===== config.mk =====
export PLATFORM = sky130hd
export DESIGN_NAME = key_debounce_multi_flat
export DESIGN_NICKNAME = d
export VERILOG_FILES = /design/src/rtl/key_debounce_multi_pkg.sv /design/src/rtl/key_debounce_multi_if.sv /design/src/rtl/key_debounce_multi_ch.sv /design/src/rtl/key_debounce_multi.sv /design/src/flat_wrapper.sv
export SDC_FILE = /design/constraint.sdc
export NUM_CORES = 1
export LEC_CHECK = 0
export ABC_AREA = 0
export CAP_MARGIN = 10
export CORE_ASPECT_RATIO = 0.9
export CORE_MARGIN = 3
export CORE_UTILIZATION = 40
export CTS_CLUSTER_DIAMETER = 40
export CTS_CLUSTER_SIZE = 16
export DETAILED_ROUTE_END_ITERATION = 10
export PLACE_DENSITY_LB_ADDON = 0.3
export SLEW_MARGIN = 20
export SYNTH_ARGS = -nofsm -noshare
export SYNTH_HDL_FRONTEND = slang
export SYNTH_SLANG_ARGS = --single-unit

===== constraint.sdc =====
create_clock -name clk -period 3.1 [get_ports clk]
set_input_delay 0.62 -clock clk [delete_from_list [all_inputs] [get_ports clk]]
set_output_delay 0.62 -clock clk [all_outputs]
set_load 0.02 [all_outputs]

===== src/rtl/key_debounce_multi_pkg.sv =====
// Shared state encoding and time conversion for the key conditioner.
package key_pkg;

    typedef logic [1:0] key_state_t;

    localparam key_state_t ST_IDLE       = 2'd0;
    localparam key_state_t ST_PRESS_DB   = 2'd1;
    localparam key_state_t ST_HELD       = 2'd2;
    localparam key_state_t ST_RELEASE_DB = 2'd3;

    function automatic int unsigned ms_to_cycles(input int unsigned clk_hz, input int unsigned ms);
        return (clk_hz / 1000) * ms;
    endfunction

endpackage


===== src/rtl/key_debounce_multi_if.sv =====
// Key pins in, conditioned levels and event pulses out; master drives pins, slave is the conditioner.
interface key_debounce_multi_if #(
    parameter int unsigned NUM_KEYS = 4
);
    logic [NUM_KEYS-1:0] key_in;
    logic [NUM_KEYS-1:0] key_level;
    logic [NUM_KEYS-1:0] press_pulse;
    logic [NUM_KEYS-1:0] release_pulse;
    logic [NUM_KEYS-1:0] long_pulse;
    logic [NUM_KEYS-1:0] repeat_pulse;

    modport master (
        output key_in,
        input  key_level, press_pulse, release_pulse, long_pulse, repeat_pulse
    );

    modport slave (
        input  key_in,
        output key_level, press_pulse, release_pulse, long_pulse, repeat_pulse
    );
endinterface


===== src/rtl/key_debounce_multi_ch.sv =====
// One key channel: 2-flop sync, debounce FSM, long-press and auto-repeat timers; press after DB_CYC+2 edges.
// No backpressure: registered single-cycle pulses, at most one event per cycle.
module key_debounce_ch
    import key_pkg::*;
#(
    parameter int unsigned DB_CYC     = 5,
    parameter int unsigned LONG_CYC   = 20,
    parameter int unsigned REP_CYC    = 4,
    parameter bit          ACTIVE_LOW = 1'b1
) (
    input  logic clk,
    input  logic rst_n,
    input  logic key_i,
    output logic level_o,
    output logic press_o,
    output logic release_o,
    output logic long_o,
    output logic repeat_o
);
    localparam int unsigned DB_W   = $clog2(DB_CYC + 1);
    localparam int unsigned HOLD_W = $clog2(LONG_CYC + 1);
    localparam int unsigned REP_W  = (REP_CYC > 0) ? $clog2(REP_CYC + 1) : 1;

    localparam logic [DB_W-1:0]   DB_LAST   = DB_W'(DB_CYC - 1);
    localparam logic [HOLD_W-1:0] HOLD_LAST = HOLD_W'(LONG_CYC - 1);
    localparam logic [REP_W-1:0]  REP_LAST  = REP_W'((REP_CYC > 0) ? REP_CYC - 1 : 0);

    logic              sync1_q, sync2_q;
    key_state_t        state_q, state_d;
    logic [DB_W-1:0]   cnt_q, cnt_d;
    logic [HOLD_W-1:0] hold_q, hold_d;
    logic [REP_W-1:0]  rep_q, rep_d;
    logic              long_done_q, long_done_d;
    logic              level_q, level_d;
    logic              press_q, press_d;
    logic              release_q, release_d;
    logic              long_q, long_d;
    logic              repeat_q, repeat_d;
    logic              pressed;

    assign pressed = sync2_q ^ ACTIVE_LOW;

    // Sync flops reset to the released pin level so reset exit never looks like a press.
    always_ff @(posedge clk or negedge rst_n) begin
        if (!rst_n) begin
            sync1_q     <= ACTIVE_LOW;
            sync2_q     <= ACTIVE_LOW;
            state_q     <= ST_IDLE;
            cnt_q       <= '0;
            hold_q      <= '0;
            rep_q       <= '0;
            long_done_q <= 1'b0;
            level_q     <= 1'b0;
            press_q     <= 1'b0;
            release_q   <= 1'b0;
            long_q      <= 1'b0;
            repeat_q    <= 1'b0;
        end else begin
            sync1_q     <= key_i;
            sync2_q     <= sync1_q;
            state_q     <= state_d;
            cnt_q       <= cnt_d;
            hold_q      <= hold_d;
            rep_q       <= rep_d;
            long_done_q <= long_done_d;
            level_q     <= level_d;
            press_q     <= press_d;
            release_q   <= release_d;
            long_q      <= long_d;
            repeat_q    <= repeat_d;
        end
    end

    always_comb begin
        state_d     = state_q;
        cnt_d       = cnt_q;
        hold_d      = hold_q;
        rep_d       = rep_q;
        long_done_d = long_done_q;
        case (state_q)
            ST_IDLE: begin
                if (pressed) begin
                    state_d = ST_PRESS_DB;
                    cnt_d   = '0;
                end
            end
            ST_PRESS_DB: begin
                if (!pressed) begin
                    state_d = ST_IDLE;
                    cnt_d   = '0;
                end else if (cnt_q == DB_LAST) begin
                    state_d     = ST_HELD;
                    cnt_d       = '0;
                    hold_d      = '0;
                    rep_d       = '0;
                    long_done_d = 1'b0;
                end else begin
                    cnt_d = cnt_q + 1'b1;
                end
            end
            ST_HELD: begin
                // Hold and repeat timers freeze outside HELD so a release bounce does not restart them.
                if (!pressed) begin
                    state_d = ST_RELEASE_DB;
                    cnt_d   = '0;
                end else if (!long_done_q) begin
                    if (hold_q == HOLD_LAST) begin
                        long_done_d = 1'b1;
                        rep_d       = '0;
                    end else begin
                        hold_d = hold_q + 1'b1;
                    end
                end else if (REP_CYC > 0) begin
                    rep_d = (rep_q == REP_LAST) ? '0 : rep_q + 1'b1;
                end
            end
            ST_RELEASE_DB: begin
                if (pressed) begin
                    state_d = ST_HELD;
                    cnt_d   = '0;
                end else if (cnt_q == DB_LAST) begin
                    state_d = ST_IDLE;
                    cnt_d   = '0;
                end else begin
                    cnt_d = cnt_q + 1'b1;
                end
            end
            default: begin
                state_d = ST_IDLE;
                cnt_d   = '0;
            end
        endcase
    end

    always_comb begin
        level_d   = level_q;
        press_d   = 1'b0;
        release_d = 1'b0;
        long_d    = 1'b0;
        repeat_d  = 1'b0;
        case (state_q)
            ST_PRESS_DB: begin
                if (pressed && cnt_q == DB_LAST) begin
                    press_d = 1'b1;
                    level_d = 1'b1;
                end
            end
            ST_HELD: begin
                if (pressed && !long_done_q && hold_q == HOLD_LAST) begin
                    long_d = 1'b1;
                end else if (pressed && long_done_q && REP_CYC > 0 && rep_q == REP_LAST) begin
                    repeat_d = 1'b1;
                end
            end
            ST_RELEASE_DB: begin
                if (!pressed && cnt_q == DB_LAST) begin
                    release_d = 1'b1;
                    level_d   = 1'b0;
                end
            end
            default: begin
                level_d = 1'b0;
            end
        endcase
    end

    assign level_o   = level_q;
    assign press_o   = press_q;
    assign release_o = release_q;
    assign long_o    = long_q;
    assign repeat_o  = repeat_q;

endmodule


===== src/rtl/key_debounce_multi.sv =====
// N independent key conditioners; press/release pulse DB_CYC+2 edges after a stable pin change.
// No backpressure: all outputs are registered pulses/levels, channels never interact.
module key_debounce_multi
    import key_pkg::*;
#(
    parameter int unsigned NUM_KEYS    = 4,
    parameter int unsigned CLK_HZ      = 50_000_000,
    parameter int unsigned DEBOUNCE_MS = 20,
    parameter int unsigned LONG_MS     = 1000,
    parameter int unsigned REPEAT_MS   = 200,
    parameter bit          ACTIVE_LOW  = 1'b1
) (
    input  logic                  clk,
    input  logic                  rst_n,
    key_debounce_multi_if.slave   kif
);
    localparam int unsigned DB_CYC   = ms_to_cycles(CLK_HZ, DEBOUNCE_MS);
    localparam int unsigned LONG_CYC = ms_to_cycles(CLK_HZ, LONG_MS);
    localparam int unsigned REP_CYC  = ms_to_cycles(CLK_HZ, REPEAT_MS);

    if (DB_CYC < 1) begin : g_bad_db
        $error("key_debounce_multi: debounce time must be at least one clock");
    end
    if (LONG_CYC <= DB_CYC) begin : g_bad_long
        $error("key_debounce_multi: long-press time must exceed debounce time");
    end
    if (NUM_KEYS < 1) begin : g_bad_keys
        $error("key_debounce_multi: need at least one key");
    end

    logic [NUM_KEYS-1:0] level_w, press_w, release_w, long_w, repeat_w;

    for (genvar i = 0; i < NUM_KEYS; i++) begin : g_ch
        key_debounce_ch #(
            .DB_CYC     (DB_CYC),
            .LONG_CYC   (LONG_CYC),
            .REP_CYC    (REP_CYC),
            .ACTIVE_LOW (ACTIVE_LOW)
        ) u_ch (
            .clk       (clk),
            .rst_n     (rst_n),
            .key_i     (kif.key_in[i]),
            .level_o   (level_w[i]),
            .press_o   (press_w[i]),
            .release_o (release_w[i]),
            .long_o    (long_w[i]),
            .repeat_o  (repeat_w[i])
        );
    end

    assign kif.key_level     = level_w;
    assign kif.press_pulse   = press_w;
    assign kif.release_pulse = release_w;
    assign kif.long_pulse    = long_w;
    assign kif.repeat_pulse  = repeat_w;

endmodule


===== src/flat_wrapper.sv =====
// flat-port wrapper written by rule: the top's interface ports become plain ports
module key_debounce_multi_flat import key_pkg::*;
#(
    parameter int unsigned NUM_KEYS    = 4,
    parameter int unsigned CLK_HZ      = 50_000_000,
    parameter int unsigned DEBOUNCE_MS = 20,
    parameter int unsigned LONG_MS     = 1000,
    parameter int unsigned REPEAT_MS   = 200,
    parameter bit          ACTIVE_LOW  = 1'b1
)
  (clk, rst_n, kif_key_in, kif_key_level, kif_press_pulse, kif_release_pulse, kif_long_pulse, kif_repeat_pulse);
  key_debounce_multi_if #(.NUM_KEYS(NUM_KEYS)) kif_i ();
  input  logic clk;
  input  logic rst_n;
  input wire logic [$bits(kif_i.key_in)-1:0] kif_key_in;
  output wire logic [$bits(kif_i.key_level)-1:0] kif_key_level;
  output wire logic [$bits(kif_i.press_pulse)-1:0] kif_press_pulse;
  output wire logic [$bits(kif_i.release_pulse)-1:0] kif_release_pulse;
  output wire logic [$bits(kif_i.long_pulse)-1:0] kif_long_pulse;
  output wire logic [$bits(kif_i.repeat_pulse)-1:0] kif_repeat_pulse;
  assign kif_i.key_in = kif_key_in;
  assign kif_key_level = kif_i.key_level;
  assign kif_press_pulse = kif_i.press_pulse;
  assign kif_release_pulse = kif_i.release_pulse;
  assign kif_long_pulse = kif_i.long_pulse;
  assign kif_repeat_pulse = kif_i.repeat_pulse;
  key_debounce_multi #(.NUM_KEYS(NUM_KEYS), .CLK_HZ(CLK_HZ), .DEBOUNCE_MS(DEBOUNCE_MS), .LONG_MS(LONG_MS), .REPEAT_MS(REPEAT_MS), .ACTIVE_LOW(ACTIVE_LOW)) u_core (.clk(clk), .rst_n(rst_n), .kif(kif_i));
endmodule

==> results of run 1 <==
[path summary, 6_finish.rpt]
path                                               start                             end  slack, ns  cells past startpoint
max in group asynchronous                          rst_n     u_core.g_ch[2].u_ch.sync1_q       1.71                      3
max                        u_core.g_ch[1].u_ch.cnt_q[13]    u_core.g_ch[1].u_ch.rep_q[8]       0.24                      6
min in group asynchronous                          rst_n  u_core.g_ch[0].u_ch.hold_q[18]       0.57                      2
min                          u_core.g_ch[0].u_ch.sync1_q     u_core.g_ch[0].u_ch.sync2_q       0.35                      0
min reg2reg                  u_core.g_ch[0].u_ch.sync1_q     u_core.g_ch[0].u_ch.sync2_q       0.35                      0
max reg2reg                u_core.g_ch[1].u_ch.cnt_q[13]    u_core.g_ch[1].u_ch.rep_q[8]       0.24                      6
[worst register-to-register path, stage by stage, from the launching register on]
cell and delay, ns:
dfrtp_1 0.44, or4_1 0.51, or4_1 0.57, o31ai_4 0.35, a21boi_1 0.49, o21ai_0 0.17, a21o_1 0.21
[per-stage QoR]
stage	worst slack (ns)	utilization, %	hold slack [ns]	std cells
floorplan	0.4063	-	0.3244	1978
global placement	0.3138	42.90	0.3472	2476
detailed placement	0.2731	42.90	0.3475	2476
CTS	0.2403	47.01	0.3558	2569
global route	0.004449	47.02	0.3637	2569
finish	0.2434	47.02	0.3542	2569
[report_power, final]
group	leakage (uW)	internal (uW)	switching [uW]
registers	0.00443	4230	80.4
clock network	0.000835	3580	2180
logic	0.00296	128	291
total	0.00823	7940	2550
[synthesized netlist by cell type (all sizes together), types with 49 or more instances]
master,n
a21oi,58
xor2,61
nor2,215
o21ai,232
nor3,49
nand3,105
and3,53
dfrtp,312
clkbuf,91
nand2,202
nand4,87
[layout by cell type (no fill, tap or decap), types with 7 or more instances in the layout]
| cell | synthesis | routed |
|---|---|---|
| xnor2_1 | 28 | 28 |
| o2111ai_1 | 10 | 10 |
| nand2b_1 | 19 | 19 |
| or2_2 | 8 | 8 |
| xor2_1 | 61 | 61 |
| a21o_1 | 8 | 8 |
| buf_4 | 20 | 36 |
| clkdlybuf4s50_1 | 0 | 24 |
| or3_1 | 23 | 23 |
| and3_1 | 53 | 53 |
| or4_1 | 23 | 23 |
| nor4bb_1 | 9 | 9 |
| clkinv_4 | 0 | 7 |
| nor4b_1 | 10 | 10 |
| ha_1 | 12 | 12 |
| inv_1 | 28 | 28 |
| o211ai_1 | 10 | 10 |
| dfrtp_1 | 312 | 312 |
| nor2b_1 | 23 | 23 |
| nand4_1 | 87 | 87 |
| clkbuf_16 | 0 | 51 |
| nand3b_1 | 7 | 7 |
| o41ai_1 | 8 | 8 |
| nand2_1 | 202 | 202 |
| nor4_1 | 21 | 21 |
| nor3_1 | 48 | 46 |
| o21ai_0 | 231 | 231 |
| a31oi_1 | 48 | 48 |
| o22ai_1 | 7 | 7 |
| and2_1 | 35 | 35 |
| a21oi_1 | 58 | 58 |
| o31ai_1 | 46 | 45 |
| and4_1 | 22 | 22 |
| nor2_1 | 215 | 214 |
| dfstp_2 | 8 | 8 |
| nand3_1 | 105 | 105 |
| inv_6 | 0 | 10 |
[metal layers]
layer,vias to the layer above,global-route usage (%),part of all wire [%]
li1,7260,-,-
met1,7212,25.33,49
met2,278,26.64,44
met3,56,3.094,4.5
met4,2,5.196,1.9
met5,-,0,0.033
[what timing repair did]
| action | in CTS | in global routing |
|---|---|---|
| setup endpoints to repair | 0 | 0 |
| endpoints found under the hold margin | 47 | 0 |
| hold buffers | 1 | 0 |
[cell type report]
class | count | area, sq um
inverter | 28 | 105.1
multi-input combinational | 1516 | 8736
sequential | 320 | 8018
tap | 547 | 684.4
fill | 4017 | 22400
timing repair buffer | 66 | 615.6
clock buffer | 59 | 1346
clock inverter | 33 | 379.1
[cell families (layout without fill, tap and decap cells)]
group                      Yosys count  in the layout  synth area share, %
buffers and inverters              142            186                3.521
adders and majority gates           12             12               0.8657
AOI/OAI and AO/OA                  477            477                16.72
xor gates and xnor gates            89             89                4.495
muxes                                6              6               0.3535
and+or+nand+nor                    932            932                27.82
DFF                                320            320                46.23
==> impl_metrics.py, run 1 <==
metrics = {
    "layout": {
        "areaGrowthSynthToFinish_pct": 14.65,
        "diodes": 0,
        "largest_reg_flops": 104,
        "final_cell_area_sq_um": 19880,
        "layout-drive-gt1-share_pct": 8.259,
        "reg_top3": "u_core.g_ch.u_ch.hold_q (104), u_core.g_ch.u_ch.rep_q (96), u_core.g_ch.u_ch.cnt_q (80)",
        "layout.nets": 2000,
        "top_register": "u_core.g_ch.u_ch.hold_q",
    },
    "synth": {
        "synth-seq-cells": 320,
        "yosysTopAreaCell": "dfrtp_1",
        "synth_flop_cell": "dfrtp_1",
        "synth_fp_nets": 1996,
        "synth_area_leaders": "dfrtp_1, o21ai_0, nor2_1",
        "synth_cell_type_count": 68,
        "async_flop_share_pct": 100.0,
        "synth-edff-count": 0,
        "synth_top_area_share_pct": 45.02,
        "syn_avg_cell_area_sq_um": 8.768,
        "synthCells": 1978,
        "ys_warn_count": 0,
        "synth_area_sq_um": 17340,
        "ys_seq_area_share_pct": 46.23,
    },
    "global_routing": {
        "grt_pass1_vias": 14150,
        "grt_max_degree": 80,
        "grt_pass1_wl_um": 69060,
        "antenna_found_initial": 1,
        "gr-total-overflow": 0,
        "grt_usage_pct": 17.42,
    },
    "timing": {
        "totalNegativeSetupSlack_ns": 0,
        "layout_min_cycle_time_ns": 2.857,
        "tightest_slew_ns": 0.9715,
        "fin_worst_skew_ns": 0.01537,
        "setup_viol": 0,
        "finalCritPeriodShare_pct": 92.15,
        "drv_slew": 0,
        "hold_violations": 0,
        "grt_setup_unrepaired": "false",
        "fmax_ghz": 0.3501,
        "slew_headroom_pct": 35.00,
    },
    "worst_setup_path": {
        "path_cells": "or4_1, or4_1, o31ai_4, a21boi_1, o21ai_0, a21o_1",
        "cp_top_family": "compound AO/OA/AOI/OAI gates",
        "arrival_ns": 3.32,
        "end_kind": "register",
        "path_max_fanout": 7,
        "cpMaxStageDelayCell": "or4_1",
        "critPathKind": "reg2reg",
        "cp_num_buf_inv": 0,
        "slowest_delay_ns": 0.57,
        "start_kind": "register",
        "required_ns": 3.56,
        "cp_common_cell": "or4_1",
    },
    "cts": {
        "ctsResizeCount": 0,
        "ctsHtreeMaxLevel": 2,
        "cts_sinks": 320,
        "cts_made_buffers": 50,
        "clk_latency_ns": 0.57,
        "cts_setup_buffers": 0,
        "cts_tree": "built",
        "root_buffer": "clkbuf_16",
        "cts_max_path_buffers": 3,
        "clkTransAtPathRegs_ns": 0.05,
    },
    "power": {
        "p_leak_uw": 0.008231,
        "power_density_nw_per_um2": 527.5,
        "peakVddDrop_v": 0.0004103,
        "power_uw": 10490,
    },
    "route": {
        "dr.pass1.iters": 5,
        "drt-total-wl_um": 39450,
        "drcViolationCount": 0,
        "vias": 14810,
        "wire_per_inst_um": 15.36,
        "drt.antenna.violating_nets": 0,
        "via_per_inst": 5.764,
        "dr.first_iter.drc_count": 1171,
    },
    "floorplanning": {
        "core_area_sq_um": 42290,
        "initial_utilization_pct": 41.01,
        "io_pins": 26,
        "die_area_sq_um": 45900,
        "fp.dieW_um": 225.5,
        "die_h_um": 203.5,
        "rows": 71,
    },
    "status": {
        "status": "finished, final reports clean",
    },
    "place": {
        "hpwlAfterDp_um": 25280,
        "post_dp_cell_area_sq_um": 18140,
        "portBuffers": 25,
        "routabilityCongestion": 0.8347,
    },
    "hold_path": {
        "min_path_type": "reg2reg",
    },
    "run": {
        "max-cap-violations": 0,
    },
}
No activity file was read; power rests on OpenSTA's default activity.
==> inputs of run 2 (changes only) <==
--- a/config.mk
+++ b/config.mk
@@ -9,7 +9,7 @@
 export CAP_MARGIN = 10
 export CORE_ASPECT_RATIO = 0.9
 export CORE_MARGIN = 3
-export CORE_UTILIZATION = 40
+export CORE_UTILIZATION = 60
 export CTS_CLUSTER_DIAMETER = 40
 export CTS_CLUSTER_SIZE = 16
 export DETAILED_ROUTE_END_ITERATION = 10
@@ -18,3 +18,4 @@
 export SYNTH_ARGS = -nofsm -noshare
 export SYNTH_HDL_FRONTEND = slang
 export SYNTH_SLANG_ARGS = --single-unit
+export TNS_END_PERCENT = 5
==> run 2 against run 1 <==
  * The flow now finishes with violations (negative hold slack)
  * Register-to-register slack worse by 0.07 ns
  * Flip-flop and latch count unchanged
  * Sequential share of layout area up 0.81 points
  * Sequential power about the same
  * Final cell count down 7.6%
  * Power down 3.9%
  * Clock-buffer cell count down 6
  * Clock power down 7.1%
  * Clock skew up 0.0064 ns
  * Critical path depth unchanged
  * Critical endpoint is now u_core.g_ch[1].u_ch.rep_q[22]
  * Largest cell class unchanged
  * Largest power group unchanged
  * Highest routed layer is now met4
==> impl_metrics.py, run 2 (same netlist as run 1, synthesis figures left out) <==
metrics = {
    "status": {
        "status": "finished with violations",
        "violations": "negative hold slack",
    },
    "route": {
        "dr.first_iter.drc_count": 1286,
        "vias": 14940,
        "drt-total-wl_um": 37840,
        "drcViolationCount": 0,
        "wire_per_inst_um": 15.95,
        "via_per_inst": 6.296,
        "drt.antenna.violating_nets": 0,
        "dr.pass1.iters": 7,
    },
    "run": {
        "max-cap-violations": 0,
    },
    "global_routing": {
        "antenna_found_initial": 0,
        "grt_pass1_wl_um": 65380,
        "grt_max_degree": 89,
        "grt_pass1_vias": 14020,
        "gr-total-overflow": 0,
        "grt_usage_pct": 24.33,
    },
    "timing": {
        "grt_setup_unrepaired": "false",
        "finalHoldWorstSlack_ns": -0.007111,
        "fin_worst_skew_ns": 0.02181,
        "tightest_slew_ns": 1.058,
        "drv_slew": 0,
        "finalCritPeriodShare_pct": 94.27,
        "fmax_ghz": 0.3422,
        "setup_viol": 0,
        "timing.final.ws_setup_ns": 0.1775,
        "hold_violations": 2,
        "totalNegativeSetupSlack_ns": 0,
        "layout_min_cycle_time_ns": 2.922,
        "slew_headroom_pct": 29.22,
    },
    "power": {
        "p_seq_share_pct": 42.8,
        "combPwrFrac_pct": 4.1,
        "clkPwrFrac_pct": 53.1,
        "netSwitchingFraction_pct": 24.60,
        "netSwitchingPower_uw": 2479,
        "p_leak_uw": 0.008171,
        "peakVddDrop_v": 0.0005215,
        "power_uw": 10080,
        "p_int_uw": 7601,
        "power_density_nw_per_um2": 517.1,
    },
    "layout": {
        "largest_reg_flops": 104,
        "final_cell_mix": "dfrtp_1, o21ai_0, nor2_1",
        "reg_top3": "u_core.g_ch.u_ch.hold_q (104), u_core.g_ch.u_ch.rep_q (96), u_core.g_ch.u_ch.cnt_q (80)",
        "layout-drive-gt1-share_pct": 7.948,
        "top_register": "u_core.g_ch.u_ch.hold_q",
        "layout_commonest_cell": "dfrtp_1",
        "layout.nets": 1995,
        "areaGrowthSynthToFinish_pct": 12.40,
        "diodes": 0,
        "fin_cells": 2373,
    },
    "place": {
        "dp.cells": 2290,
        "pre_cts_ws_ns": 0.2342,
        "routabilityCongestion": 0.8695,
        "portBuffers": 25,
        "hpwlAfterDp_um": 24460,
    },
    "floorplanning": {
        "die_area_sq_um": 30980,
        "die_h_um": 167.3,
        "core_area_sq_um": 28230,
        "fp.dieW_um": 185.2,
        "rows": 58,
        "io_pins": 26,
        "initial_utilization_pct": 61.44,
    },
    "cts": {
        "clkTransAtPathRegs_ns": 0.06,
        "hold_buffers": 0,
        "cts_sinks": 320,
        "ctsResizeCount": 0,
        "cts_max_path_buffers": 3,
        "clk_latency_ns": 0.55,
        "cts_setup_buffers": 0,
        "cts_made_buffers": 45,
        "ctsHtreeMaxLevel": 2,
        "cts_tree": "built",
        "root_buffer": "clkbuf_16",
    },
    "worst_setup_path": {
        "start_kind": "register",
        "path_max_fanout": 7,
        "required_ns": 3.54,
        "cpMaxStageDelayCell": "or4_1",
        "arrival_ns": 3.36,
        "end_kind": "register",
        "cp_common_cell": "or4_1",
        "path_cells": "or4_1, or4_1, o31ai_4, a21boi_1, o21ai_0, a21o_1",
        "slowest_delay_ns": 0.58,
        "critPathKind": "reg2reg",
    },
    "hold_path": {
        "min_path_type": "in2async",
    },
}
run 2: area by class of cell:
type                    instances  area [sq um]
flip-flops and latches        320          8018
clock inverters                30         370.4
fillers                      2183          8736
repair buffers                 66         600.6
inverters                      28         105.1
multi-input cells            1516          8733
clock buffers                  53          1216
well taps                     360         450.4
run 2: metrics by stage:
step	instance area [sq um]	utilization, %
after floorplan	17340	-
after global placement	17900	63.42
after detailed placement	17900	63.42
after CTS	19490	69.04
after global routing	19490	69.05
final	19490	69.05
run 2: final timing paths:
kind | startpoint | endpoint | slack (ns) | depth (start not counted)
max in group asynchronous | rst_n | u_core.g_ch[2].u_ch.sync1_q | 2.22 | 2
min in group clk | u_core.g_ch[2].u_ch.sync1_q | u_core.g_ch[2].u_ch.sync2_q | 0.36 | 0
min reg2reg | u_core.g_ch[2].u_ch.sync1_q | u_core.g_ch[2].u_ch.sync2_q | 0.36 | 0
max reg2reg | u_core.g_ch[1].u_ch.cnt_q[13] | u_core.g_ch[1].u_ch.rep_q[22] | 0.18 | 6
max | u_core.g_ch[1].u_ch.cnt_q[13] | u_core.g_ch[1].u_ch.rep_q[22] | 0.18 | 6
min | rst_n | u_core.g_ch[0].u_ch.hold_q[17] | -0.007 | 1
run 2: power by group through the flow:
stage	registers (uW)	clock network [uW]	logic (uW)
2_1_floorplan	4340	0	280
3_3_place_gp	4380	0	407
3_5_place_dp	4380	0	418
4_1_cts	4310	5440	420
5_1_grt	4320	5650	472
6_report	4310	5350	415
run 2: layer usage:
layer | global-route usage, % | wire [um]
met1 | 35.24 | 17820
met2 | 38.64 | 17580
met3 | 3.475 | 1699
met5 | 0 | 0
met4 | 6.654 | 737
run 2: critical path, delay by kind of cell (launching register included):
family             cells  cell delay, ns
AOI/OAI and AO/OA      4            1.27
and+or+nand+nor        2            1.09
DFF                    1            0.44
